--- config.mk ---
export PLATFORM = sky130hd
export DESIGN_NAME = pong_renderer
export DESIGN_NICKNAME = d
export VERILOG_FILES = /design/src/rtl/pong_pkg.sv /design/src/rtl/pong_paddle.sv /design/src/rtl/pong_renderer.sv
export SDC_FILE = /design/constraint.sdc
export NUM_CORES = 1
export LEC_CHECK = 0
export BUFFER_PORTS_ARGS = -buffer_cell sky130_fd_sc_hd__buf_2
export CORE_MARGIN = 2
export CORE_UTILIZATION = 50
export DETAILED_ROUTE_END_ITERATION = 10
export PLACE_DENSITY = 0.66
export SLEW_MARGIN = 25
export SYNTH_ARGS = -nofsm -noshare
export SYNTH_HDL_FRONTEND = slang
export SYNTH_SLANG_ARGS = --single-unit
export TNS_END_PERCENT = 30
--- constraint.sdc ---
create_clock -name clk -period 5.26 [get_ports clk]
set_clock_uncertainty 0.15 [all_clocks]
set_input_delay 1.578 -clock clk [delete_from_list [all_inputs] [get_ports clk]]
set_output_delay 1.578 -clock clk [all_outputs]
set_load 0.05 [all_outputs]
--- src/rtl/pong_pkg.sv ---
// pong_pkg: shared definitions for the Pong display path.
// Holds the game FSM state enum, VGA timing constants (active origin, active size, frame end),
// draw colours and fixed paddle/ball reference positions.
package pong_pkg;

  typedef enum logic [2:0] {
    StIdle,
    StServe,
    StPlay,
    StPoint,
    StOver
  } state_e;

  // VGA timing: active origin, active size and last counter values of a frame.
  localparam logic [11:0] HStart  = 12'd144;
  localparam logic [11:0] VStart  = 12'd35;
  localparam logic [11:0] ActiveW = 12'd640;
  localparam logic [11:0] ActiveH = 12'd480;
  localparam logic [11:0] HEnd    = 12'd799;
  localparam logic [11:0] VEnd    = 12'd524;

  // Colours, {R,G,B} 4 bits each.
  localparam logic [11:0] ColBall    = 12'hFFF;
  localparam logic [11:0] ColPaddleL = 12'h0F0;
  localparam logic [11:0] ColPaddleR = 12'h00F;
  localparam logic [11:0] ColNet     = 12'h888;
  localparam logic [11:0] ColBg      = 12'h000;

  // Geometry in active-area pixel coordinates.
  localparam logic [11:0] PaddleLX = 12'd16;
  localparam logic [11:0] PaddleRX = 12'd616;
  localparam logic [11:0] NetX     = 12'd319;
  localparam logic [9:0]  PaddleY0 = 10'd208;
  localparam logic [9:0]  BallCx   = 10'd316;
  localparam logic [9:0]  BallCy   = 10'd236;

endpackage

--- src/rtl/pong_paddle.sv ---
// pong_paddle: one paddle's vertical position.
// Ports: clk_i pixel clock, rst_ni async active-low reset, tick_i frame strobe,
//        up_i/down_i button levels (sampled on tick_i only), y_o paddle top (0..480-Height).
// Both or neither button held keeps the paddle still; the top is clamped at both ends.
module pong_paddle
  import pong_pkg::*;
#(
  parameter int unsigned Speed  = 4,
  parameter int unsigned Height = 64
) (
  input  logic       clk_i,
  input  logic       rst_ni,
  input  logic       tick_i,
  input  logic       up_i,
  input  logic       down_i,
  output logic [9:0] y_o
);

  localparam logic [10:0] Sp   = 11'(Speed);
  localparam logic [10:0] YMax = 11'(ActiveH) - 11'(Height);

  logic [9:0]  y_q, y_d;
  logic [10:0] y_ext;

  // 11-bit arithmetic so neither direction can wrap before clamping.
  assign y_ext = {1'b0, y_q};

  always_comb begin
    y_d = y_q;
    if (up_i && !down_i) begin
      y_d = (y_ext < Sp) ? 10'd0 : 10'(y_ext - Sp);
    end else if (down_i && !up_i) begin
      y_d = (y_ext + Sp > YMax) ? 10'(YMax) : 10'(y_ext + Sp);
    end
  end

  always_ff @(posedge clk_i or negedge rst_ni) begin
    if (!rst_ni) begin
      y_q <= PaddleY0;
    end else if (tick_i) begin
      y_q <= y_d;
    end
  end

  assign y_o = y_q;

endmodule

--- src/rtl/pong_renderer.sv ---
// pong_renderer: Pong game engine and pixel generator.
// Inputs : clk (pixel clock), rst (async active-low), h_cnt/v_cnt/enable from VGA timing,
//          start, p1_up/p1_down (left player), p2_up/p2_down (right player).
// Outputs: rgb (registered, 1-cycle latency), score_l, score_r, game_over.
// Game state only changes on the frame_tick strobe at h_cnt==799, v_cnt==524, which lies
// outside the active area, so a frame is always drawn from one consistent state.
// Build option: define PONG_NET_EN to draw a dashed centre net.
module pong_renderer
  import pong_pkg::*;
#(
  parameter int unsigned BALL_SIZE    = 8,
  parameter int unsigned PADDLE_W     = 8,
  parameter int unsigned PADDLE_H     = 64,
  parameter int unsigned PADDLE_SPEED = 4,
  parameter int unsigned BALL_SPEED   = 2,
  parameter int unsigned WIN_SCORE    = 9,
  parameter int unsigned SERVE_FRAMES = 60
) (
  input  logic        clk,
  input  logic        rst,
  input  logic [11:0] h_cnt,
  input  logic [11:0] v_cnt,
  input  logic        enable,
  input  logic        start,
  input  logic        p1_up,
  input  logic        p1_down,
  input  logic        p2_up,
  input  logic        p2_down,
  output logic [11:0] rgb,
  output logic [3:0]  score_l,
  output logic [3:0]  score_r,
  output logic        game_over
);

  localparam int unsigned CntW = $clog2(SERVE_FRAMES + 1);
  localparam logic [11:0] Bs   = 12'(BALL_SIZE);
  localparam logic [11:0] Sp   = 12'(BALL_SPEED);
  localparam logic [11:0] Pw   = 12'(PADDLE_W);
  localparam logic [11:0] Ph   = 12'(PADDLE_H);

  logic frame_tick;
  assign frame_tick = (h_cnt == HEnd) && (v_cnt == VEnd);

  logic [9:0] pl_y, pr_y;

  pong_paddle #(.Speed(PADDLE_SPEED), .Height(PADDLE_H)) u_paddle_l (
    .clk_i (clk),
    .rst_ni(rst),
    .tick_i(frame_tick),
    .up_i  (p1_up),
    .down_i(p1_down),
    .y_o   (pl_y)
  );

  pong_paddle #(.Speed(PADDLE_SPEED), .Height(PADDLE_H)) u_paddle_r (
    .clk_i (clk),
    .rst_ni(rst),
    .tick_i(frame_tick),
    .up_i  (p2_up),
    .down_i(p2_down),
    .y_o   (pr_y)
  );

  state_e          state_q;
  logic [9:0]      bx_q, by_q;
  logic            dx_q, dy_q;
  logic [CntW-1:0] serve_cnt_q;
  logic [3:0]      score_l_q, score_r_q;
  logic            game_over_q;
  logic [11:0]     rgb_q, rgb_d;

  logic [11:0] bx, by, ply, pry;
  assign bx  = {2'b00, bx_q};
  assign by  = {2'b00, by_q};
  assign ply = {2'b00, pl_y};
  assign pry = {2'b00, pr_y};

  // Vertical step with wall reflection.
  logic [9:0] by_step;
  logic       dy_step;
  always_comb begin
    by_step = by_q;
    dy_step = dy_q;
    if (!dy_q) begin
      if (by < Sp) begin
        by_step = 10'd0;
        dy_step = 1'b1;
      end else begin
        by_step = 10'(by - Sp);
      end
    end else if (by + Sp > ActiveH - Bs) begin
      by_step = 10'(ActiveH - Bs);
      dy_step = 1'b0;
    end else begin
      by_step = 10'(by + Sp);
    end
  end

  // Collision and miss detection use the pre-tick ball and paddle positions.
  logic hit_l, hit_r, miss_l, miss_r;
  assign hit_l  = !dx_q && (bx <= PaddleLX + Pw) && (bx + Bs > PaddleLX) &&
                  (by < ply + Ph) && (by + Bs > ply);
  assign hit_r  = dx_q && (bx + Bs >= PaddleRX) && (bx < PaddleRX + Pw) &&
                  (by < pry + Ph) && (by + Bs > pry);
  assign miss_l = !dx_q && (bx < Sp);
  assign miss_r = dx_q && (bx + Sp > ActiveW - Bs);

  always_ff @(posedge clk or negedge rst) begin
    if (!rst) begin
      state_q     <= StIdle;
      bx_q        <= BallCx;
      by_q        <= BallCy;
      dx_q        <= 1'b1;
      dy_q        <= 1'b1;
      serve_cnt_q <= '0;
      score_l_q   <= 4'd0;
      score_r_q   <= 4'd0;
      game_over_q <= 1'b0;
    end else if (frame_tick) begin
      case (state_q)
        StIdle: begin
          bx_q <= BallCx;
          by_q <= BallCy;
          if (start) begin
            state_q     <= StServe;
            dx_q        <= 1'b1;
            dy_q        <= 1'b1;
            serve_cnt_q <= '0;
          end
        end
        StServe: begin
          if (serve_cnt_q == CntW'(SERVE_FRAMES - 1)) begin
            state_q     <= StPlay;
            serve_cnt_q <= '0;
          end else begin
            serve_cnt_q <= serve_cnt_q + CntW'(1);
          end
        end
        StPlay: begin
          by_q <= by_step;
          dy_q <= dy_step;
          if (hit_l) begin
            bx_q <= 10'(PaddleLX + Pw);
            dx_q <= 1'b1;
          end else if (hit_r) begin
            bx_q <= 10'(PaddleRX - Bs);
            dx_q <= 1'b0;
          end else if (miss_l) begin
            score_r_q <= score_r_q + 4'd1;
            state_q   <= StPoint;
          end else if (miss_r) begin
            score_l_q <= score_l_q + 4'd1;
            state_q   <= StPoint;
          end else begin
            bx_q <= dx_q ? 10'(bx + Sp) : 10'(bx - Sp);
          end
        end
        StPoint: begin
          // dx still points at the side that conceded, which is also the next serve direction.
          if ((dx_q ? score_l_q : score_r_q) == 4'(WIN_SCORE)) begin
            state_q     <= StOver;
            game_over_q <= 1'b1;
          end else begin
            bx_q        <= BallCx;
            by_q        <= BallCy;
            serve_cnt_q <= '0;
            state_q     <= StServe;
          end
        end
        StOver: begin
          if (start) begin
            score_l_q   <= 4'd0;
            score_r_q   <= 4'd0;
            bx_q        <= BallCx;
            by_q        <= BallCy;
            dx_q        <= 1'b1;
            dy_q        <= 1'b1;
            serve_cnt_q <= '0;
            game_over_q <= 1'b0;
            state_q     <= StServe;
          end
        end
        default: state_q <= StIdle;
      endcase
    end
  end

  // Pixel generation; counters below the active origin wrap to large values and fail x<640.
  logic [11:0] x, y;
  logic        active, ball_px, pl_px, pr_px;
  assign x       = h_cnt - HStart;
  assign y       = v_cnt - VStart;
  assign active  = enable && (x < ActiveW) && (y < ActiveH);
  assign ball_px = (x >= bx) && (x < bx + Bs) && (y >= by) && (y < by + Bs);
  assign pl_px   = (x >= PaddleLX) && (x < PaddleLX + Pw) && (y >= ply) && (y < ply + Ph);
  assign pr_px   = (x >= PaddleRX) && (x < PaddleRX + Pw) && (y >= pry) && (y < pry + Ph);

  always_comb begin
    rgb_d = ColBg;
    if (active) begin
      if (ball_px) rgb_d = ColBall;
      else if (pl_px) rgb_d = ColPaddleL;
      else if (pr_px) rgb_d = ColPaddleR;
`ifdef PONG_NET_EN
      else if (((x == NetX) || (x == NetX + 12'd1)) && !y[4]) rgb_d = ColNet;
`endif
    end
  end

  always_ff @(posedge clk or negedge rst) begin
    if (!rst) begin
      rgb_q <= ColBg;
    end else begin
      rgb_q <= rgb_d;
    end
  end

  assign rgb       = rgb_q;
  assign score_l   = score_l_q;
  assign score_r   = score_r_q;
  assign game_over = game_over_q;

endmodule

**Word level (Yosys, flattened, before mapping)**

Cells that the tools add are included.

- $add $sub $neg: 17
- $mul: 0
- Divide/modulo/power cells: 0
- Order comparisons: 30
- Equality and inequality tests: 22
- Shift operators: 0
- Multiplexer cells: 60
- Bitwise operators: 0
- Reductions and logical operators: 51

Operator list:

| kind | count |
|---|---|
| $mux 10 | 20 |
| $pmux 10 s4 | 2 |
| $ge 12x10->1 | 4 |
| $lt 12x11->1 | 4 |
| $mux 4 | 10 |
| $logic_and 1x1->1 | 26 |
| $eq 12x10->1 const B | 2 |
| $ge 12x10->1 const B | 2 |
| $gt 12x10->1 | 2 |
| $lt 10x12->1 | 2 |
| $lt 12x10->1 const B | 2 |
| $mux 12 | 2 |
| $add 10x2->11 const B | 2 |
| $add 10x3->11 const B | 2 |
| $add 10x4->11 const B | 2 |
| $add 10x7->11 const B | 2 |
| $gt 11x9->1 const B | 2 |
| $mux 3 | 7 |
| $lt 10x2->1 const B | 2 |
| $lt 10x3->1 const B | 2 |
| $sub 10x2->10 const B | 2 |
| $sub 10x3->10 const B | 2 |
| $mux 6 | 3 |
| $ne 2x2->1 const B | 9 |
| 37 further kinds | 65 |

- Register bits after elaboration: 72
- Latch bits: 0
- RAM bits: 0
- Memory bits (read-only): 0
- Bits of input ports: 32
- Memories kept: 0

**Logic depth before layout (Yosys ltp)**

Gate-level depths: netlist of the first run.

- Word-level depth: 9
- Gate-level depth with buffers: 15
- Depth with buffers taken out: 13

**By module**

A second synthesis of the first run with hierarchy kept.

- Cells, all modules: 1001
- Area total of the unflattened synthesis: 7971.4 µm²

Modules (own cells, without submodules):

| module | instances | cells an instance | area an instance (µm²) | seq. area each (µm²) |
|---|---|---|---|---|
| pong_renderer | 1 | 807 | 6419.9 | 1041.0 |
| pong_paddle | 2 | 97 | 775.7 | 203.9 |

**Worst setup path before layout of the first run**

No wires, ideal clock.

- Kind: input -> register
- From: input v_cnt[2]
- To: register rgb_q[3], in the netlist rgb[3]
- Setup time: 0.078 ns
- Arrival: 3.937 ns
- Data required time: 5.032 ns
- Slack: 1.095 ns
- Stages on the path: 11
- Buffers on the path: 1
- Cells stage by stage: buf_2 -> a2111o_1 -> a21oi_1 -> xor2_1 -> ha_1 -> o21a_1 -> o21ai_0 -> a21oi_1 -> o31a_1 -> nor4_1 -> o21bai_1

- Word-level cells in the longest chain between the ends: 8
- Elaborated cells on any way between the ends: 19
- Those cells by class: add/sub: 1; order compare: 7; mux: 4; reduce/logical: 7

RTL lines:

| what | RTL line | source |
|---|---|---|
| from (decl) | pong_renderer.sv:22 | `input logic [11:0] v_cnt,` |
| $sub 12x6->12 * | pong_renderer.sv:192 | `assign y = v_cnt - VStart;` |
| $ge 12x10->1 | pong_renderer.sv:196 | `assign pr_px = (x >= PaddleRX) && (x < PaddleRX + Pw) && (y >= pry) && (y < pry + Ph);` |
| $logic_and 1x1->1 (2 in series) | pong_renderer.sv:196 |  |
| $mux 4 | pong_renderer.sv:203 | `else if (pr_px) rgb_d = ColPaddleR;` |
| $mux 8 | pong_renderer.sv:202 | `else if (pl_px) rgb_d = ColPaddleL;` |
| $mux 12 | pong_renderer.sv:201 | `if (ball_px) rgb_d = ColBall;` |
| $mux 12 * | pong_renderer.sv:200 | `if (active) begin` |
| to (signal assigned) | pong_renderer.sv:212 | `rgb_q <= ColBg;` |
| to (signal assigned) | pong_renderer.sv:214 | `rgb_q <= rgb_d;` |
| to (decl) | pong_renderer.sv:70 | `logic [11:0] rgb_q, rgb_d;` |

Mark *: on every way between the ends. The rest lies on a longest branch, timed or not.
A chain may end at the register's enable or synchronous reset.

**Worst setup path in the final report of the first run**

- From: register by_q[3]
- To: register score_r_q[0], in the netlist score_r[0]

- Word-level cells in the longest chain between the ends: 5
- Elaborated cells on any way between the ends: 12
- Those cells by class: add/sub: 1; order compare: 4; eq/ne: 2; reduce/logical: 5

RTL lines:

| what | RTL line | source |
|---|---|---|
| from (decl) | pong_renderer.sv:65 | `logic [9:0] bx_q, by_q;` |
| from (signal assigned) | pong_renderer.sv:112 | `by_q <= BallCy;` |
| from (signal assigned) | pong_renderer.sv:123 | `by_q <= BallCy;` |
| from (signal assigned) | pong_renderer.sv:140 | `by_q <= by_step;` |
| $add 10x4->11, or another cell as far along | pong_renderer.sv:102, pong_renderer.sv:104 |  |
| $gt 12x10->1, or another cell as far along | pong_renderer.sv:104 | `(by < pry + Ph) && (by + Bs > pry);` |
| $logic_and 1x1->1, on equally long branches | pong_renderer.sv:104, pong_renderer.sv:102 |  |
| $ne 2x2->1 (no line) | - |  |
| $reduce_and 6->1 (no line) * | - |  |
| to (signal assigned) | pong_renderer.sv:149 | `score_r_q <= score_r_q + 4'd1;` |
| to (decl) | pong_renderer.sv:68 | `logic [3:0] score_l_q, score_r_q;` |

Marked as above.

==> summary.md, run 1 <==
| Metric | Value |
|---|---|
| Outcome | `completed` |
| Max Transition Viols Final | `0` |
| Layout Area Growth over Synthesis | `8.33%` |
| Number of buffers created by CTS | `9` |
| Filler Cells Inserted | `1409` |
| Fraction of layout cells with a size suffix above 1 | `0.126` |
| CTS Root Buffer Type | `sky130_fd_sc_hd__clkbuf_16` |
| Fraction of the cycle the final worst path needs | `0.826` |
| Number of nets at the end of the flow | `about 1100` |
| Post-CTS Setup Repair Bufs | `0` |
| Worst Setup Path Type | `reg -> reg` |
| Tightest Hold Check Type | `reg -> reg` |
| FP Rows | `between 40 and 50` |
| Compound-cell area share of the yosys netlist | `0.266` |
| Smallest hold slack | `337 ps` |
| Final wirelength | `21.3 mm` |
| CTS tree | `built` |
| Post-detailed-placement cell area | `approximately 7800 um2` |
| Arithmetic-cell share of the synthesized area counting full adders, half adders and majority gates | `0.203` |
| Final cell count without fillers | `approximately 1200` |
| GRT Overall Usage | `0.271` |
| Sequential area share after synthesis | `0.194` |
| Maximum clock frequency | `230 MHz` |
| Detailed Route Iter0 Violations | `between 400 and 500` |
| Dominant synthesized flop cell | `sky130_fd_sc_hd__dfrtp_1` |
| Type of destination of the critical path | `flip-flop` |
| Count of port buffers added during placement | `52` |
| Critical-path maximum fanout | `17` |
| Data arrival time of the worst path | `roughly 4400 ps` |
| Non-Filler Cell Area, Final | `8090 um2` |
| Worst slack after detailed placement | `slightly above 800 ps` |
| Count of boundary I/O pins | `53` |
| Share of synthesized registers carrying an async set or reset | `1.00` |
| Clock-pin slew on the worst setup and hold paths | `60 ps` |
| Leakage component of the power | `~3.4 nW` |
| Post-Synthesis Cell Area | `7460 um2` |
| Clock insertion delay at the later pin of the skew report | `340 ps` |
| Crit path setup slack, layout | `a little over 900 ps` |
| Worst slew margin relative to its limit | `0.378` |
| First-pass GRT wire length | `35.1 mm` |
| Remaining global-route overflow | `0` |
| Number of clock sinks | `57` |
| Transition time of the tightest slew-check pin | `a little over 900 ps` |
| Average wire per standard cell | `18.5 um` |
| Max IR drop VDD | `about 0.17 mV` |
| Via count of the routed design | `7224` |
| Antenna Violating Nets Remaining | `0` |
| Estimated wirelength of the detail-placed design | `16.1 mm` |
| Antenna violations before repair | `0` |
| Placeable core area | `about 15000 um2` |
| Number of iterations in the first detailed-routing pass | `5` |
| Clk buf depth | `2` |
| Final setup fails | `0` |
| Placed cell count | `1135` |
| Number of synthesized flops with an enable pin | `0` |
| Antenna Diode Count | `0` |
| Overall die area | `15900 um2` |
| GP Congestion | `0.921` |
| Main combinational cell family by area after synthesis | `compound AO/OA/AOI/OAI gates` |
| Y dimension of the die | `126 um` |
| Time the worst path needs with I/O delays and setup | `4350 ps` |
| Post-Synth XOR/XNOR Area | `0.0458` |
| Die span in x | `126 um` |
| Syn_nets | `1092` |
| Endpoint required time on the critical path | `5340 ps` |
| Unrepaired setup endpoints after global routing | `no` |
| Number of synthesized register bits | `57` |
| Post-synth cell types | `79` |
| Hold Vio Cnt, Final | `0` |
| CTS resizes | `0` |
| Count of synthesis-stage warnings from yosys | `0` |
| Number of maximum-capacitance violations | `0` |
| Hold-fix buffers at CTS | `0` |
| Crit path launch type | `flip-flop` |
| Post-DR vias/cell | `between 6 and 7` |
| Initial Util | `0.514` |
| Setup Total Neg Slack | `0 ps` |
| Power per cell area | `152 nW/um2` |
| Vias in the first global route | `roughly 6800` |
| DRC viols | `0` |
| Post-synthesis average cell area | `7.95 um2` |
| Simple-Gate Fraction of Synth Area | `0.211` |
| Multiplexer fraction of the synthesized cell area | `0.0154` |
| Maximum number of pins on one net before global-route repair | `31` |
| H-tree level count | `3` |
| Cell count after synthesis | `939` |
## area by class of cell
class / count / area (um2) / share of cell area
Multi-Input combinational cell: 765 / 5530 / 0.683
Sequential cell: 57 / 1450 / 0.179
Timing Repair Buffer: 60 / 320 / 0.0396
Inverter: 69 / 259 / 0.0320
Tap cell: 184 / 230 / 0.0285
Clock buffer: 9 / 225 / 0.0279
Clock inverter: 7 / 77.6 / 0.00959
## sequential cells by signal (all words and copies together) (netlist names)
register and flops:
bx_q 9, by_q 9, u_paddle_l.y_o 8, u_paddle_r.y_o 8
serve_cnt_q 6, score_l 4, score_r 4, rgb 3
state_q 3, dx_q 1, dy_q 1, game_over 1
## kinds of logic after synthesis
family,after synthesis
multiplexers,11
XOR/XNOR,39
AND/OR/NAND/NOR,301
adder cells (fa/ha/maj),121
AO/OA/AOI/OAI,293
flip-flops,57
buffers and inverters,117
## final timing paths
path | start | end | slack (ps) | cells past startpoint
worst max-delay path | by_q[3]$_DFFE_PN1P_ | score_r[0]$_DFFE_PN0P_ | 910 | 12
worst min-delay path | serve_cnt_q[5]$_DFFE_PN0P_ | serve_cnt_q[5]$_DFFE_PN0P_ | 340 | 1
worst max register to register | by_q[3]$_DFFE_PN1P_ | score_r[0]$_DFFE_PN0P_ | 910 | 12
worst min register to register | serve_cnt_q[5]$_DFFE_PN0P_ | serve_cnt_q[5]$_DFFE_PN0P_ | 340 | 1
max in group asynchronous | rst | bx_q[4]$_DFFE_PN1P_ | 2900 | 2
min in group asynchronous | rst | u_paddle_l.y_o[8]$_DFFE_PN0P_ | 1150 | 1
## metrics by stage
| step | utilization | power [mW] |
|---|---|---|
| after global routing | 0.556 | 1.29 |
| after floorplan | - | 0.553 |
| final | 0.556 | 1.23 |
| after detailed placement | 0.536 | 0.625 |
| after global placement | 0.536 | 0.624 |
| after CTS | 0.556 | 1.24 |
## cell usage after synthesis (all sizes together) (13+ instances only)
library cell	number	area (um2)
nand4	17	106
inv	69	259
dfstp	18	473
o31ai	23	173
nor4	15	100
nor3	34	175
dfrtp	39	976
or3	16	105
nor2	52	200
a21oi	52	275
ha	121	1510
buf	17	115
xnor2	29	254
o21a	19	143
nand2b	13	81.3
o21ai	78	390
a211oi	17	128
nand2	73	274
nand3	29	145
clkbuf	31	116
## critical path, cell delays in order, from the launching register on
cell                       delay, ps
sky130_fd_sc_hd__dfstp_2         750
sky130_fd_sc_hd__ha_1            340
sky130_fd_sc_hd__nand3_1         120
sky130_fd_sc_hd__xnor2_1         400
sky130_fd_sc_hd__ha_1            330
sky130_fd_sc_hd__a21o_1          160
sky130_fd_sc_hd__a221o_1         310
sky130_fd_sc_hd__a211oi_1        210
sky130_fd_sc_hd__o31a_1          280
sky130_fd_sc_hd__or3_4           210
sky130_fd_sc_hd__a21oi_4         100
sky130_fd_sc_hd__or4_4           580
sky130_fd_sc_hd__mux2_2          280
## cell usage in the layout (no fill, tap or decap), types with 18 or more instances in the layout
cell type / n
sky130_fd_sc_hd__dfrtp_1: 39
sky130_fd_sc_hd__nand2_1: 73
sky130_fd_sc_hd__o21a_1: 19
sky130_fd_sc_hd__xnor2_1: 29
sky130_fd_sc_hd__nor3_1: 33
sky130_fd_sc_hd__inv_1: 69
sky130_fd_sc_hd__buf_2: 52
sky130_fd_sc_hd__o31ai_1: 23
sky130_fd_sc_hd__a21oi_1: 50
sky130_fd_sc_hd__ha_1: 121
sky130_fd_sc_hd__dfstp_2: 18
sky130_fd_sc_hd__nor2_1: 50
sky130_fd_sc_hd__nand3_1: 29
sky130_fd_sc_hd__o21ai_0: 76
## where the power goes
part | switching (mW) | internal (mW) | total [mW]
Clock | 0.241 | 0.370 | 0.612
Sequential | 0.0000384 | 0.439 | 0.439
Combinational | 0.108 | 0.0723 | 0.180
Total | 0.349 | 0.882 | 1.23
## per-layer routing
layer  global-route usage  routed length [um]  vias up
met5                    0                   0        -
met4               0.0814                 477        0
met3               0.0497                1270       43
met2                0.433                9800      218
met1                0.375                9750     3409
li1                     -                   -     3554
Power figures use the tool's default switching activity.
==> run 2: changes to the inputs <==
Settings changed: ABC_AREA set to 1, PLACE_DENSITY 0.66 to 0.69.
Clock period 5.26 ns to 3.9 ns, I/O delays scaled along.
==> run 2 against run 1 <==
Compared with the run above:
- largest power group unchanged
- utilization rose by 0.52 points
- synthesized cell count is 22% higher
- combinational power increased by 34%
- fmax grew 21%
- clock power is 45% higher
- area after synthesis rose by 2.7%
- global-route usage is 0.47 points lower
- register-to-register slack got worse by 600 ps
- final area grew 4.8%
==> summary.md, run 2 <==
| Metric | Value |
|---|---|
| Clock-pin slew on the worst setup and hold paths | `60 ps` |
| Via count of the routed design | `~7600` |
| Syn_nets | `1299` |
| DRC viols | `0` |
| Share of the synthesized area in the top cell type | `0.197` |
| Post-Synthesis Cell Area | `7670 um2` |
| Met2 routing resource usage after global routing | `0.414` |
| Clk buf depth | `2` |
| Commonest non-fill, non-tap cells in the layout | `254 x sky130_fd_sc_hd__nand2_1, 159 x sky130_fd_sc_hd__inv_1, 125 x sky130_fd_sc_hd__nor2_1, 121 x sky130_fd_sc_hd__ha_1, 81 x sky130_fd_sc_hd__nand3_1` |
| Antenna Violating Nets Remaining | `0` |
| H-tree level count | `3` |
| Power per cell area | `203 nW/um2` |
| Time the worst path needs with I/O delays and setup | `3580 ps` |
| Number of nets at the end of the flow | `1358` |
| Worst Setup Path Type | `reg -> reg` |
| Count of port buffers added during placement | `52` |
| Met3 usage | `0.0376` |
| Type of destination of the critical path | `flip-flop` |
| Antenna violations before repair | `0` |
| Non-Filler Cell Area, Final | `8470 um2` |
| Worst Hold Path Cells | `2` |
| Maximum number of pins on one net before global-route repair | `29` |
| Hold EP | `score_l[3]$_DFFE_PN0P_` |
| Start point of the worst min-delay path | `score_l[3]$_DFFE_PN0P_` |
| Estimated wirelength of the detail-placed design | `16.6 mm` |
| First-pass GRT wire length | `34.8 mm` |
| Depth of the most critical reg-to-reg path | `17` |
| Remaining global-route overflow | `0` |
| Main combinational cell family by area after synthesis | `simple AND/OR/NAND/NOR gates` |
| Post-synthesis average cell area | `6.69 um2` |
| Hold-fix buffers at CTS | `0` |
| GP Congestion | `roughly 0.9` |
| Leading cell type by number of instances after synthesis | `sky130_fd_sc_hd__nand2_1` |
| Share of synthesized registers carrying an async set or reset | `1.00` |
| Multiplexer fraction of the synthesized cell area | `0` |
| Crit path launch type | `flip-flop` |
| Fraction of layout cells with a size suffix above 1 | `0.119` |
| Simple-Gate Fraction of Synth Area | `0.332` |
| Destination of the worst register-to-register timing path | `score_l[3]$_DFFE_PN0P_` |
| Arithmetic-cell share of the synthesized area counting full adders, half adders and majority gates | `0.197` |
| Post-detailed-placement cell area | `8150 um2` |
| Final setup fails | `0` |
| FP Rows | `between 40 and 50` |
| Flop-to-flop setup slack | `320 ps` |
| Layer with the highest usage after global routing | `met2` |
| Origin of the critical flop-to-flop path | `by_q[7]$_DFFE_PN1P_` |
| Area of the multi-input gates | `5450 um2` |
| Cell types with the highest counts after synthesis | `254 x sky130_fd_sc_hd__nand2_1, 159 x sky130_fd_sc_hd__inv_1, 125 x sky130_fd_sc_hd__nor2_1, 121 x sky130_fd_sc_hd__ha_1, 81 x sky130_fd_sc_hd__nand3_1` |
| Storage element area | `approximately 1400 um2` |
| Unrepaired setup endpoints after global routing | `no` |
| Worst slew margin relative to its limit | `0.530` |
| Most common library cell in the layout ignoring fill and taps | `sky130_fd_sc_hd__nand2_1` |
| Count of boundary I/O pins | `53` |
| Initial Util | `0.508` |
| CTS tree | `built` |
| Post-Synth XOR/XNOR Area | `0.0571` |
| Top cells by area, synth | `sky130_fd_sc_hd__ha_1 20%, sky130_fd_sc_hd__dfrtp_1 13%, sky130_fd_sc_hd__nand2_1 12%, sky130_fd_sc_hd__inv_1 7.8%, sky130_fd_sc_hd__dfstp_2 6.2%` |
| Setup Total Neg Slack | `0 ps` |
| Compound-cell area share of the yosys netlist | `0.125` |
| Number of buffers created by CTS | `9` |
| Critical-path maximum fanout | `9` |
| Dominant synthesized flop cell | `sky130_fd_sc_hd__dfrtp_1` |
| Post-synth cell types | `53` |
| Maximum clock frequency | `roughly 280 MHz` |
| Area leader, netlist | `sky130_fd_sc_hd__ha_1` |
| Data arrival time of the worst path | `approximately 3700 ps` |
| Number of synthesized flops with an enable pin | `0` |
| Transition time of the tightest slew-check pin | `approximately 700 ps` |
| Vias in the first global route | `7003` |
| Post-CTS Setup Repair Bufs | `0` |
| Number of maximum-capacitance violations | `0` |
| Largest registers | `bx_q (9), by_q (9)` |
| Average wire per standard cell | `between 10 and 15 um` |
| Count of synthesis-stage warnings from yosys | `0` |
| Die span in x | `128 um` |
| Tightest Hold Check Type | `reg -> reg` |
| Detailed Route Iter0 Violations | `743` |
| Sequential area share after synthesis | `0.189` |
| Final core utilization | `0.562` |
| Number of clock sinks | `57` |
| Y dimension of the die | `roughly 130 um` |
| Hold Vio Cnt, Final | `0` |
| Number of iterations in the first detailed-routing pass | `5` |
| Leakage component of the power | `4.46 nW` |
| GRT Overall Usage | `0.267` |
| Outcome | `completed` |
| Fraction of the cycle the final worst path needs | `0.918` |
| Endpoint required time on the critical path | `3970 ps` |
| Max IR drop VDD | `0.172 mV` |
| Clock insertion delay at the later pin of the skew report | `~340 ps` |
| CTS resizes | `0` |
| Max Transition Viols Final | `0` |
| Layout Area Growth over Synthesis | `10.5%` |
| Number of synthesized register bits | `57` |
| Filler Cells Inserted | `1484` |
| GRT met1 Usage | `0.381` |
| Antenna Diode Count | `0` |
| Placeable core area | `15100 um2` |
| Final wirelength | `21.0 mm` |
| CTS Root Buffer Type | `sky130_fd_sc_hd__clkbuf_16` |
| Overall die area | `between 15000 and 20000 um2` |
| Cell count after synthesis | `1146` |
| Post-DR vias/cell | `around 5.4` |
-- run 2: cell count changes in the layout (fill, tap and decap cells not counted), sizes merged, moves of 23 or more --
cell | before | now
inv | 71 | 168
nand2 | 73 | 264
xnor2 | 29 | 6
nor2 | 52 | 137
xor2 | 10 | 44
nand3 | 29 | 82
o21ai | 78 | 53
-- run 2: worst max-delay path by stage --
stage / from / to / slack (ps) / depth (start not counted)
after CTS: by_q[7]$_DFFE_PN1P_ / score_l[3]$_DFFE_PN0P_ / 320 / 17
after floorplan: v_cnt[1] / rgb[3]$_DFF_PN0_ / 590 / 14
final: by_q[7]$_DFFE_PN1P_ / score_l[3]$_DFFE_PN0P_ / 320 / 17
after detailed placement: v_cnt[2] / rgb[7]$_DFF_PN0_ / 40 / 15
after global placement: v_cnt[2] / rgb[7]$_DFF_PN0_ / 90 / 16
after global routing: by_q[7]$_DFFE_PN1P_ / score_l[3]$_DFFE_PN0P_ / 20 / 18
-- run 2: cells by family after synthesis --
family                     after synthesis
and+or+nand+nor                        565
xor gates and xnor gates                50
AOI/OAI and AO/OA                      164
buffers and inverters                  189
DFF                                     57
adders and majority gates              121
-- run 2: layer usage --
layer,share of wire,routed length (um)
met3,0.062,1300
met5,0,0
met1,0.48,10000
met2,0.43,9100
met4,0.026,541
-- run 2: final cells by class --
| type | count | area share |
|---|---|---|
| Sequential cell | 57 | 0.171 |
| Clock inverter | 7 | 0.0123 |
| Tap cell | 188 | 0.0278 |
| Timing Repair Buffer | 67 | 0.0440 |
| Multi-Input combinational cell | 900 | 0.643 |
| Inverter | 170 | 0.0753 |
| Clock buffer | 9 | 0.0266 |
-- run 2: worst max-delay path: stages (launching register included) --
cell and delay (ps):
sky130_fd_sc_hd__dfstp_2 610, sky130_fd_sc_hd__inv_1 160, sky130_fd_sc_hd__nor4_1 430, sky130_fd_sc_hd__nand2_1 120, sky130_fd_sc_hd__xor2_1 280, sky130_fd_sc_hd__inv_1 130, sky130_fd_sc_hd__ha_1 310, sky130_fd_sc_hd__nand2_1 50
sky130_fd_sc_hd__inv_1 80, sky130_fd_sc_hd__nand3_1 80, sky130_fd_sc_hd__nor2_1 120, sky130_fd_sc_hd__nor2_2 70, sky130_fd_sc_hd__nor2_4 170, sky130_fd_sc_hd__nand4_4 220, sky130_fd_sc_hd__nand2_2 130, sky130_fd_sc_hd__nand2_2 100
sky130_fd_sc_hd__nand2_2 160, sky130_fd_sc_hd__o21ai_0 100
-- run 2: through the flow --
step	worst slack, ps	power [mW]	hold WS, ps	cells
after global routing	24.7	1.80	395	1398
after detailed placement	35.9	0.841	353	1382
final	319	1.72	366	1398
after global placement	85.5	0.836	344	1382
after CTS	324	1.74	372	1398
after floorplan	586	0.751	329	1146
-- run 2: power by group --
part / leakage (nW) / total, mW / internal (mW) / switching, mW
registers: 0.665 / 0.593 / 0.593 / 0.00000609
logic: 3.64 / 0.241 / 0.0877 / 0.154
clock network: 0.160 / 0.888 / 0.566 / 0.323
